==> src/rtl/prt_riscv_cpu_reg_ctl_pkg.sv <==
// Shared types for the register-file write-port controller.
// The optional read bypass is controlled by PRT_RISCV_CPU_REG_CTL_BYPASS_EN.
package prt_riscv_cpu_reg_ctl_pkg;

    localparam int DATA_W = 32;

    typedef enum logic {
        INIT = 1'b0,
        RUN  = 1'b1
    } state_e;

    typedef enum logic {
        REQ_EXE = 1'b0,
        REQ_LD  = 1'b1
    } req_e;

endpackage

==> src/rtl/prt_riscv_cpu_reg_ctl_arb.sv <==
// Two-way round-robin arbiter between execute (bit 0) and load (bit 1) writeback.
// The pointer remembers the last winner and moves only when a grant is issued.
module prt_riscv_cpu_reg_ctl_arb
    import prt_riscv_cpu_reg_ctl_pkg::*;
(
    input  logic       CLK_IN,
    input  logic       RST_IN,
    input  logic       EN_IN,
    input  logic [1:0] VLD_IN,
    output logic [1:0] GNT_OUT
);

    req_e last_q;
    req_e last_d;

    // Grant selection and pointer next state; a grant always implies a transfer.
    always_comb begin
        GNT_OUT = 2'b00;
        last_d  = last_q;
        if (EN_IN) begin
            case (VLD_IN)
                2'b01:   GNT_OUT = 2'b01;
                2'b10:   GNT_OUT = 2'b10;
                2'b11:   GNT_OUT = (last_q == REQ_LD) ? 2'b01 : 2'b10;
                default: GNT_OUT = 2'b00;
            endcase
        end else begin
            GNT_OUT = 2'b00;
        end
        if (GNT_OUT[0]) begin
            last_d = REQ_EXE;
        end else if (GNT_OUT[1]) begin
            last_d = REQ_LD;
        end else begin
            last_d = last_q;
        end
    end

    // Pointer register; reset makes execute win the first conflict.
    always_ff @(posedge CLK_IN) begin
        if (RST_IN) begin
            last_q <= REQ_LD;
        end else begin
            last_q <= last_d;
        end
    end

endmodule

==> src/rtl/prt_riscv_cpu_reg_ctl.sv <==
// Register-file write-port controller: zero sweep after reset, round-robin
// writeback arbitration, x0 drop, and read bypass when PRT_RISCV_CPU_REG_CTL_BYPASS_EN is defined.
module prt_riscv_cpu_reg_ctl
    import prt_riscv_cpu_reg_ctl_pkg::*;
#(
    parameter int P_REGS = 16,
    parameter int P_IDX  = 4
) (
    input  logic              CLK_IN,
    input  logic              RST_IN,
    input  logic [P_IDX-1:0]  EXE_IDX_IN,
    input  logic [DATA_W-1:0] EXE_DAT_IN,
    input  logic              EXE_VLD_IN,
    output logic              EXE_RDY_OUT,
    input  logic [P_IDX-1:0]  LD_IDX_IN,
    input  logic [DATA_W-1:0] LD_DAT_IN,
    input  logic              LD_VLD_IN,
    output logic              LD_RDY_OUT,
    output logic [P_IDX-1:0]  REG_IDX_OUT,
    output logic [DATA_W-1:0] REG_DAT_OUT,
    output logic              REG_WR_OUT,
    input  logic [P_IDX-1:0]  RS1_IDX_IN,
    input  logic [DATA_W-1:0] RS1_DAT_IN,
    output logic [DATA_W-1:0] RS1_DAT_OUT,
    input  logic [P_IDX-1:0]  RS2_IDX_IN,
    input  logic [DATA_W-1:0] RS2_DAT_IN,
    output logic [DATA_W-1:0] RS2_DAT_OUT,
    output logic              BUSY_OUT
);

    localparam logic [P_IDX-1:0] LAST_IDX = P_IDX'(P_REGS - 1);
    localparam logic [P_IDX-1:0] IDX_ZERO = {P_IDX{1'b0}};

    state_e            state_q, state_d;
    logic [P_IDX-1:0]  cnt_q, cnt_d;
    logic [P_IDX-1:0]  reg_idx_q, reg_idx_d;
    logic [DATA_W-1:0] reg_dat_q, reg_dat_d;
    logic              reg_wr_q, reg_wr_d;
    logic [1:0]        gnt_s;

    prt_riscv_cpu_reg_ctl_arb u_arb (
        .CLK_IN  (CLK_IN),
        .RST_IN  (RST_IN),
        .EN_IN   (state_q == RUN),
        .VLD_IN  ({LD_VLD_IN, EXE_VLD_IN}),
        .GNT_OUT (gnt_s)
    );

    // Init sweep / write-stage next state; idx and dat hold when nothing transfers.
    always_comb begin
        state_d   = state_q;
        cnt_d     = cnt_q;
        reg_idx_d = reg_idx_q;
        reg_dat_d = reg_dat_q;
        reg_wr_d  = 1'b0;
        case (state_q)
            INIT: begin
                reg_idx_d = cnt_q;
                reg_dat_d = {DATA_W{1'b0}};
                reg_wr_d  = 1'b1;
                if (cnt_q == LAST_IDX) begin
                    state_d = RUN;
                    cnt_d   = IDX_ZERO;
                end else begin
                    state_d = INIT;
                    cnt_d   = cnt_q + P_IDX'(1);
                end
            end
            RUN: begin
                if (gnt_s[0]) begin
                    reg_idx_d = EXE_IDX_IN;
                    reg_dat_d = EXE_DAT_IN;
                    reg_wr_d  = (EXE_IDX_IN != IDX_ZERO);
                end else if (gnt_s[1]) begin
                    reg_idx_d = LD_IDX_IN;
                    reg_dat_d = LD_DAT_IN;
                    reg_wr_d  = (LD_IDX_IN != IDX_ZERO);
                end else begin
                    reg_wr_d = 1'b0;
                end
            end
            default: begin
                state_d = INIT;
                cnt_d   = IDX_ZERO;
            end
        endcase
    end

    // State, sweep counter and write-port registers.
    always_ff @(posedge CLK_IN) begin
        if (RST_IN) begin
            state_q   <= INIT;
            cnt_q     <= IDX_ZERO;
            reg_idx_q <= IDX_ZERO;
            reg_dat_q <= {DATA_W{1'b0}};
            reg_wr_q  <= 1'b0;
        end else begin
            state_q   <= state_d;
            cnt_q     <= cnt_d;
            reg_idx_q <= reg_idx_d;
            reg_dat_q <= reg_dat_d;
            reg_wr_q  <= reg_wr_d;
        end
    end

`ifdef PRT_RISCV_CPU_REG_CTL_BYPASS_EN
    function automatic logic [DATA_W-1:0] rd_sel(input logic [P_IDX-1:0] idx,
                                                 input logic [DATA_W-1:0] raw);
        if (idx == IDX_ZERO) begin
            return {DATA_W{1'b0}};
        end else if (reg_wr_q && (reg_idx_q == idx)) begin
            return reg_dat_q;
        end else begin
            return raw;
        end
    endfunction
`else
    function automatic logic [DATA_W-1:0] rd_sel(input logic [P_IDX-1:0] idx,
                                                 input logic [DATA_W-1:0] raw);
        return (idx == IDX_ZERO) ? {DATA_W{1'b0}} : raw;
    endfunction
`endif

    assign RS1_DAT_OUT = rd_sel(RS1_IDX_IN, RS1_DAT_IN);
    assign RS2_DAT_OUT = rd_sel(RS2_IDX_IN, RS2_DAT_IN);
    assign EXE_RDY_OUT = gnt_s[0];
    assign LD_RDY_OUT  = gnt_s[1];
    assign REG_IDX_OUT = reg_idx_q;
    assign REG_DAT_OUT = reg_dat_q;
    assign REG_WR_OUT  = reg_wr_q;
    assign BUSY_OUT    = (state_q == INIT);

endmodule
==> config.mk <==
export PLATFORM = sky130hd
export DESIGN_NAME = prt_riscv_cpu_reg_ctl
export DESIGN_NICKNAME = d
export VERILOG_FILES = /design/src/rtl/prt_riscv_cpu_reg_ctl_pkg.sv /design/src/rtl/prt_riscv_cpu_reg_ctl_arb.sv /design/src/rtl/prt_riscv_cpu_reg_ctl.sv
export SDC_FILE = /design/constraint.sdc
export NUM_CORES = 1
export LEC_CHECK = 0
export ABC_CLOCK_PERIOD_IN_PS = 2000
export CAP_MARGIN = 40
export CORE_AREA = 2 2 98 100
export DETAILED_ROUTE_END_ITERATION = 8
export DIE_AREA = 0 0 100 102
export GPL_ROUTABILITY_DRIVEN = 0
export PLACE_DENSITY = 0.77
export SLEW_MARGIN = 5
export SYNTH_ARGS = -nofsm -noshare
export SYNTH_HDL_FRONTEND = slang
export SYNTH_HIERARCHICAL = 1
export SYNTH_SLANG_ARGS = --single-unit
==> constraint.sdc <==
create_clock -name CLK_IN -period 2 [get_ports CLK_IN]
set_input_delay 0.2 -clock CLK_IN [delete_from_list [all_inputs] [get_ports CLK_IN]]
set_output_delay 0.2 -clock CLK_IN [all_outputs]
set_load 0.01 [all_outputs]
After elaboration in Yosys (flattened, before gate mapping). Cells that the tools add are included. Widths: inputs -> output; s select.

Add/subtract/negate cells: 1. Equal/unequal tests: 5. Multiplexer cells: 19. Bitwise gates (word level): 1. Reductions and logical operators: 5.

Operators with widths (count): $mux 32 (4); $pmux 32 s2 (1); $mux 4 (3); $logic_not 4->1 (2); $pmux 4 s2 (1); $reduce_bool 4->1 (2); $mux 1 (6); $pmux 2 s3 (1); $add 4x1->4 const B (1); $eq 2x2->1 const B (2); $eq 4x4->1 const B (1); $mux 2 (2); $ne 3x1->1 const B (1); $eq 2x1->1 const B (1); $pmux 1 s2 (1); $reduce_bool 2->1 (1); $not 1->1 (1).

Register bits: 43.

Logic depth before layout (Yosys ltp). Gate-level depths: netlist of run 1.

Word-level depth: 6. Depth in mapped cells: 7. Depth with buffers taken out: 5.

Hierarchy. The synthesis of run 1 kept the hierarchy.

By module, submodules not included: prt_riscv_cpu_reg_ctl (instances 1, cells each 266, area an instance 2458.6 um2); prt_riscv_cpu_reg_ctl_arb (instances 1, cells each 8, area an instance 58.8 um2).

Worst setup path after synthesis of run 1. OpenSTA, ideal clock, no wires.

Kind: register to register. Start point: reg state_q. End point: reg reg_dat_q[0], in the netlist REG_DAT_OUT[0]. Arrival: 1636 ps. Required time: 1872 ps. Path slack: 236 ps. Cell stages (with the launch flop): 8. Buffers on the path: 2. Cells stage by stage: dfxtp_1 -> nand2_1 -> a21oi_1 -> buf_2 -> buf_4 -> mux2_2 -> mux2i_1 -> nor2_1.

Elaborated cells on any way between the ends: 5. Classes of those cells: 1 x eq/ne; 3 x mux; 1 x bitwise.

RTL lines: start: declaration (RTL line prt_riscv_cpu_reg_ctl.sv:34) `state_e state_q, state_d;`; start signal: assignment (RTL line prt_riscv_cpu_reg_ctl.sv:98) `state_q <= state_d;`; $mux 2 (RTL line prt_riscv_cpu_reg_ctl_arb.sv:20) `if (EN_IN) begin`; named net LD_RDY_OUT (RTL line prt_riscv_cpu_reg_ctl.sv:18) `output logic LD_RDY_OUT,`; $ne 3x1->1 (no line); end signal: assignment (RTL line prt_riscv_cpu_reg_ctl.sv:95) `reg_dat_q <= {DATA_W{1'b0}};`; end signal: assignment (RTL line prt_riscv_cpu_reg_ctl.sv:101) `reg_dat_q <= reg_dat_d;`; end: declaration (RTL line prt_riscv_cpu_reg_ctl.sv:37) `logic [DATA_W-1:0] reg_dat_q, reg_dat_d;`.

The timed path passes the listed nets, and every way through them passes these cells. A chain may end at the register's enable or synchronous reset.

Worst setup path after layout of run 1.
Start point: in RS2_IDX_IN[1]. End point: out RS2_DAT_OUT[25].

Word-level cells in the longest chain between the ends: 2.

RTL lines: start: declaration (RTL line prt_riscv_cpu_reg_ctl.sv:25) `input logic [P_IDX-1:0] RS2_IDX_IN,`; $logic_not 4->1 (RTL line prt_riscv_cpu_reg_ctl.sv:120) `return (idx == IDX_ZERO) ? {DATA_W{1'b0}} : raw;`; $mux 32 (RTL line prt_riscv_cpu_reg_ctl.sv:120); end: declaration (RTL line prt_riscv_cpu_reg_ctl.sv:27) `output logic [DATA_W-1:0] RS2_DAT_OUT,`.

Every way passes these cells.

==> results.json, run 1 <==
{
  "relSlewSlack_pct": 68.25,
  "grt_pass1_wl_mm": 13.79,
  "async_flop_share_pct": 0,
  "setup_tns_ps": 0,
  "n_fill_cell": 784,
  "power_frac_clock_pct": 35.2,
  "layout-drive-gt1-share_pct": 10.65,
  "fmax_ghz": 0.5161,
  "drt_iter0_markers": 35,
  "seq_power_share_pct": 38.4,
  "cp_slowest_stage_delay_ps": 490,
  "n_antenna_cell": 0,
  "syn_nets": 423,
  "end_kind": "output port",
  "finalCritPeriodShare_pct": 96.88,
  "powerDensity_nw_per_um2": 412.4,
  "placementRows": 35,
  "synthFlopType": "dfxtp_1",
  "crit_chain": "clkdlybuf4s50_1 > nor4_4 > buf_12 > nor2b_1 > clkdlybuf4s50_1",
  "synth_top_area_share_pct": 34.19,
  "syn_area_um2": 2517,
  "detail-route-antenna-nets": 0,
  "wire_per_inst_um": 15.01,
  "fp.dieH_um": 102,
  "status": "complete, no violations",
  "synth_cell_types": 28,
  "pwr-share-comb_pct": 26.3,
  "antenna_found_initial": 0,
  "rsz0062_at_grt": "false",
  "overflow": 0,
  "grt_max_degree": 35,
  "synth_top_cell_by_area": "dfxtp_1",
  "final-seq-area_um2": 860.8,
  "routed_wl_mm": 9.563,
  "ys_ff_latch": 43,
  "peakVddDrop_mv": 0.2662,
  "timing_worst_setup_path_type": "input pin to output port",
  "syn_to_final_growth_pct": 119.0,
  "drc": 0,
  "final_area_um2": 5514,
  "start_util_pct": 27.64,
  "clockBufferDepth": 2,
  "cpMostUsedCell": "clkdlybuf4s50_1",
  "hold_slack_ps": 476.5,
  "crit_required_ps": 1800,
  "via_count": 2840,
  "boundaryPins": 252,
  "critPathArrivalTime_ps": 1740,
  "cts_max_level": 2,
  "cts.root.buffer_cell": "clkbuf_8",
  "placed_area_um2": 5220,
  "maxCapViolations": 0,
  "cts_buffers": 5,
  "vias_per_cell": 4.458,
  "synthTopCellsByArea": "dfxtp_1, nor2b_1, mux2i_1, mux2_2, nor2_1",
  "power.switching_uw": 479.3,
  "slowest_stage": "clkdlybuf4s50_1",
  "fin_worst_skew_ps": 6.045,
  "finalMaxSlewViolations": 0,
  "core_area_um2": 9109,
  "clk_latency_ps": 300,
  "port_buffers": 251,
  "firstDrtPassIters": 4,
  "tightest_slew_ps": 474.2,
  "netlist_instances": 274,
  "track_usage_pct": 17.08,
  "cp_top_family": "buffers and inverters",
  "startpoint_type": "input pin",
  "p_leak_uw": 0.002389,
  "die_w_um": 100,
  "yosysSeqAreaShare_pct": 34.19,
  "die-area_um2": 10200,
  "setup_violations": 0,
  "ys_warn_count": 6,
  "multi_input_area_um2": 1578,
  "cp_num_buf_inv": 3,
  "p_int_uw": 1795,
  "synth_edf_count": 0,
  "final_hold_viol_count": 0,
  "cts_hold_buf": 0,
  "first_global_vias": 2725,
  "hpwl_mm": 7.603,
  "cts_sinks": 43,
  "hold_path_class": "flop to flop",
  "p_sw_share_pct": 21.08,
  "avgSynthCellArea_um2": 9.188,
  "fin_crit_ps": 1938,
  "cts_tree": "yes",
  "layout.nets": 674,
  "clkTransAtPathRegs_ps": 80,
  "critical_path.max_fanout": 32
}
timing repair:
item | in CTS | in global routing
hold endpoints to repair | 0 | 0
cloned | 0 | 1
gates resized for setup | 1 | 46
endpoints found under the setup margin | 1 | 46
pin swaps | 0 | 1
setup buffers | 0 | 3
Yosys cell counts (2+ instances only):
cell and number:
a211o_1 5, a21oi_1 9, buf_2 8, buf_4 6, clkbuf_1 4, dfxtp_1 43, inv_1 2, mux2_2 32
mux2i_1 37, nand2_1 6, nor2_1 40, nor2b_1 65, nor4_2 2
registers in the layout (all words and copies together), names as in the netlist:
name          flops
cnt_q             4
REG_DAT_OUT      32
REG_IDX_OUT       4
u_arb/last_q      1
state_q           1
REG_WR_OUT        1
cells in the final DEF (no fill, tap or decap):
cell	n
nand2b_1	1
a211o_1	5
buf_4	6
dlygate4sd2_1	1
nor3b_2	1
a21oi_1	7
nor4_1	1
nand3_1	1
mux2i_1	37
a311oi_1	1
xnor2_1	1
dlymetal6s2s_1	46
ha_1	1
clkbuf_16	1
and4b_1	1
nor2_1	40
nor4_4	2
a211oi_1	1
nand3b_1	1
o22ai_1	1
and2_1	1
clkdlybuf4s50_1	204
mux2_2	32
nor2b_1	65
a21oi_4	2
or4_1	1
nand2_1	6
clkbuf_1	1
bufinv_16	2
dfxtp_1	43
and3b_1	1
buf_12	5
clkbuf_8	5
inv_1	2
metrics by stage:
stage | setup WS, ps | cells | total power (µW) | utilization [%]
CTS | 0.4485 | 633 | 2316 | 58.75
floorplan | 236.1 | 274 | 1030 | -
finish | 62.49 | 637 | 2274 | 60.54
global placement | 15.22 | 625 | 1500 | 57.31
global route | 1.611 | 637 | 2381 | 60.54
detailed placement | 5.408 | 625 | 1507 | 57.31
layout make-up:
cell class	instances	area share, %
clock buffer	6	1.316
clock inverter	2	1.089
inverter	2	0.1361
multi-input combinational	210	28.61
sequential	43	15.61
tap	111	2.519
timing repair buffer	263	50.71
worst register-to-register path, cell delays in order (launching register included):
cell and delay (ps):
dfxtp_1 370, nand2_1 110, a21oi_4 170, buf_12 230
mux2_2 390, mux2i_1 150, nor2_1 50
worst paths after layout:
| path | endpoint | cells past startpoint | startpoint | slack [ps] |
|---|---|---|---|---|
| hold reg to reg | REG_IDX_OUT[3] | 2 | REG_IDX_OUT[3] | 480 |
| setup reg to reg | REG_DAT_OUT[15] | 6 | state_q | 420 |
| setup / recovery | RS2_DAT_OUT[25] | 5 | RS2_IDX_IN[1] | 60 |
| hold / removal | REG_IDX_OUT[3] | 2 | REG_IDX_OUT[3] | 480 |
power groups by stage:
stage                     sequential [µW]  combinational, µW  clock [µW]
after CTS                             874                616         826
after detailed placement              894                613           0
after floorplan                       894                135           0
after global placement                894                606           0
after global routing                  876                638         868
final                                 874                599         801
kinds of logic after synthesis:
family                     synth area share (%)
AOI/OAI and AO/OA                         4.424
muxes                                     29.03
buffers and inverters                     4.722
adders and majority gates                0.4969
and+or+nand+nor                           26.79
DFF                                       34.20
xor gates and xnor gates                 0.3480
routing by layer:
metal | track usage, % | share of wire [%]
met1 | 19.45 | 38
met2 | 31.91 | 55
met3 | 4.720 | 6.5
met4 | 3.793 | 1.2
met5 | 0 | 0
(Power assumes the default switching activity.)
==> run 2, diff against run 1 <==
--- a/config.mk
+++ b/config.mk
@@ -7,11 +7,11 @@
 export LEC_CHECK = 0
 export ABC_CLOCK_PERIOD_IN_PS = 2000
 export CAP_MARGIN = 40
-export CORE_AREA = 2 2 98 100
+export CORE_MARGIN = 2
+export CORE_UTILIZATION = 27
 export DETAILED_ROUTE_END_ITERATION = 8
-export DIE_AREA = 0 0 100 102
 export GPL_ROUTABILITY_DRIVEN = 0
-export PLACE_DENSITY = 0.77
+export PLACE_DENSITY = 0.75
 export SLEW_MARGIN = 5
 export SYNTH_ARGS = -nofsm -noshare
 export SYNTH_HDL_FRONTEND = slang
==> results.json, run 2 (same netlist as run 1, synthesis figures left out) <==
{
  "status": "complete, no violations",
  "finalCritPeriodShare_pct": 97.48,
  "crit_required_ps": 1800,
  "cts_sinks": 43,
  "p_total_uw": 2042,
  "layout.nets": 676,
  "cts_max_level": 2,
  "maxCapViolations": 0,
  "syn_to_final_growth_pct": 116.7,
  "n_antenna_cell": 0,
  "relSlewSlack_pct": 69.89,
  "core_area_um2": 9153,
  "r2r_end": "REG_DAT_OUT[23]",
  "vias_per_cell": 4.574,
  "clk_latency_ps": 290,
  "final-seq-area_um2": 860.8,
  "fin_crit_ps": 1950,
  "start_util_pct": 27.51,
  "drc": 0,
  "cts_buffers": 5,
  "clkTransAtPathRegs_ps": 80,
  "clockBufferDepth": 2,
  "p_int_uw": 1544,
  "track_usage_pct": 19.24,
  "crit_end": "RS2_DAT_OUT[29]",
  "timing_worst_setup_path_type": "input pin to output port",
  "detail-route-antenna-nets": 0,
  "hold_path_class": "flop to flop",
  "grt_pass1_wl_mm": 15.20,
  "rrSetupSlack_ps": 420,
  "setup_violations": 0,
  "fmax_ghz": 0.5130,
  "crit_start": "RS2_IDX_IN[1]",
  "cts_hold_buf": 0,
  "fin_util_pct": 59.60,
  "firstDrtPassIters": 4,
  "hpwl_mm": 8.523,
  "tightest_slew_ps": 449.6,
  "cts.root.buffer_cell": "clkbuf_8",
  "power_frac_clock_pct": 27.2,
  "layout-drive-gt1-share_pct": 10.98,
  "overflow": 0,
  "n_fill_cell": 810,
  "placementRows": 35,
  "reg2regPathDepth": 6,
  "layout_commonest_cell": "clkdlybuf4s50_1",
  "critical_path.max_fanout": 32,
  "powerDensity_nw_per_um2": 374.3,
  "grt_max_degree": 33,
  "startpoint_type": "input pin",
  "multi_input_area_um2": 1578,
  "critPathArrivalTime_ps": 1750,
  "peakVddDrop_mv": 0.2228,
  "antenna_found_initial": 0,
  "die_w_um": 100.6,
  "layout.cells.non_filler": 639,
  "routed_wl_mm": 10.70,
  "pwr-share-comb_pct": 30.0,
  "port_buffers": 251,
  "drt_iter0_markers": 40,
  "seq_power_share_pct": 42.8,
  "power.switching_uw": 497.7,
  "cts_tree": "yes",
  "wire_per_inst_um": 16.75,
  "boundaryPins": 252,
  "layout_common_cells": "clkdlybuf4s50_1, nor2b_1, dfxtp_1",
  "fp.dieH_um": 100.6,
  "fin_worst_skew_ps": 2.698,
  "finalMaxSlewViolations": 0,
  "end_kind": "output port",
  "timing.rr.start": "state_q",
  "die-area_um2": 10110,
  "first_global_vias": 2839,
  "final_hold_viol_count": 0,
  "largest_reg_flops": 32,
  "dp_cells": 629,
  "via_count": 2923,
  "p_leak_uw": 0.002271,
  "p_sw_share_pct": 24.38,
  "setup_tns_ps": 0
}
-- run 2: metrics by stage --
step | instance area [µm²] | hold WS (ps) | worst slack [ps]
2_1_floorplan | 2517 | 294.3 | 236.1
3_3_place_gp | 5250 | 457.8 | 42.22
3_5_place_dp | 5250 | 459.2 | 2.329
4_1_cts | 5335 | 478.5 | 13.53
5_1_grt | 5455 | 489.9 | -9.881
6_report | 5455 | 476.2 | 50.49
-- run 2: how the worst min path moves through the flow --
stage	from	to	cells past startpoint
2_1_floorplan	RST_IN	u_arb/last_q	1
3_3_place_gp	REG_IDX_OUT[0]	REG_IDX_OUT[0]	2
3_5_place_dp	REG_IDX_OUT[3]	REG_IDX_OUT[3]	2
4_1_cts	REG_IDX_OUT[3]	REG_IDX_OUT[3]	2
5_1_grt	REG_IDX_OUT[1]	REG_IDX_OUT[1]	2
6_report	REG_IDX_OUT[1]	REG_IDX_OUT[1]	2
-- run 2: area by class of cell --
class	instances	area share (%)
repair buffers	265	51.06
multi-input cells	210	28.92
flip-flops and latches	43	15.78
well taps	111	2.546
clock buffers	6	1.330
clock inverters	2	0.2294
inverters	2	0.1376
-- run 2: power groups by stage --
stage	sequential, µW	clock, µW	combinational [µW]
finish	875	554	613
global route	876	616	645
CTS	875	585	621
detailed placement	894	0	619
global placement	894	0	611
floorplan	894	0	135
-- run 2: metal layers --
metal | vias to the layer above | share of wire, % | global-route usage, %
li1 | 1430 | - | -
met1 | 1354 | 42 | 23.21
met2 | 125 | 51 | 34.54
met3 | 14 | 6.3 | 4.716
met4 | 0 | 1.3 | 4.215
met5 | - | 0 | 0
-- run 2: repair_timing --
action | CTS | global route
resized for setup | 0 | 35
setup endpoints to repair | 0 | 35
buffers inserted | 0 | 1
-- run 2: worst max-delay path, stage by stage --
cell and delay (ps):
clkdlybuf4s50_1 440, nor4_4 330, buf_12 220, nor2b_1 70, clkdlybuf4s50_1 480
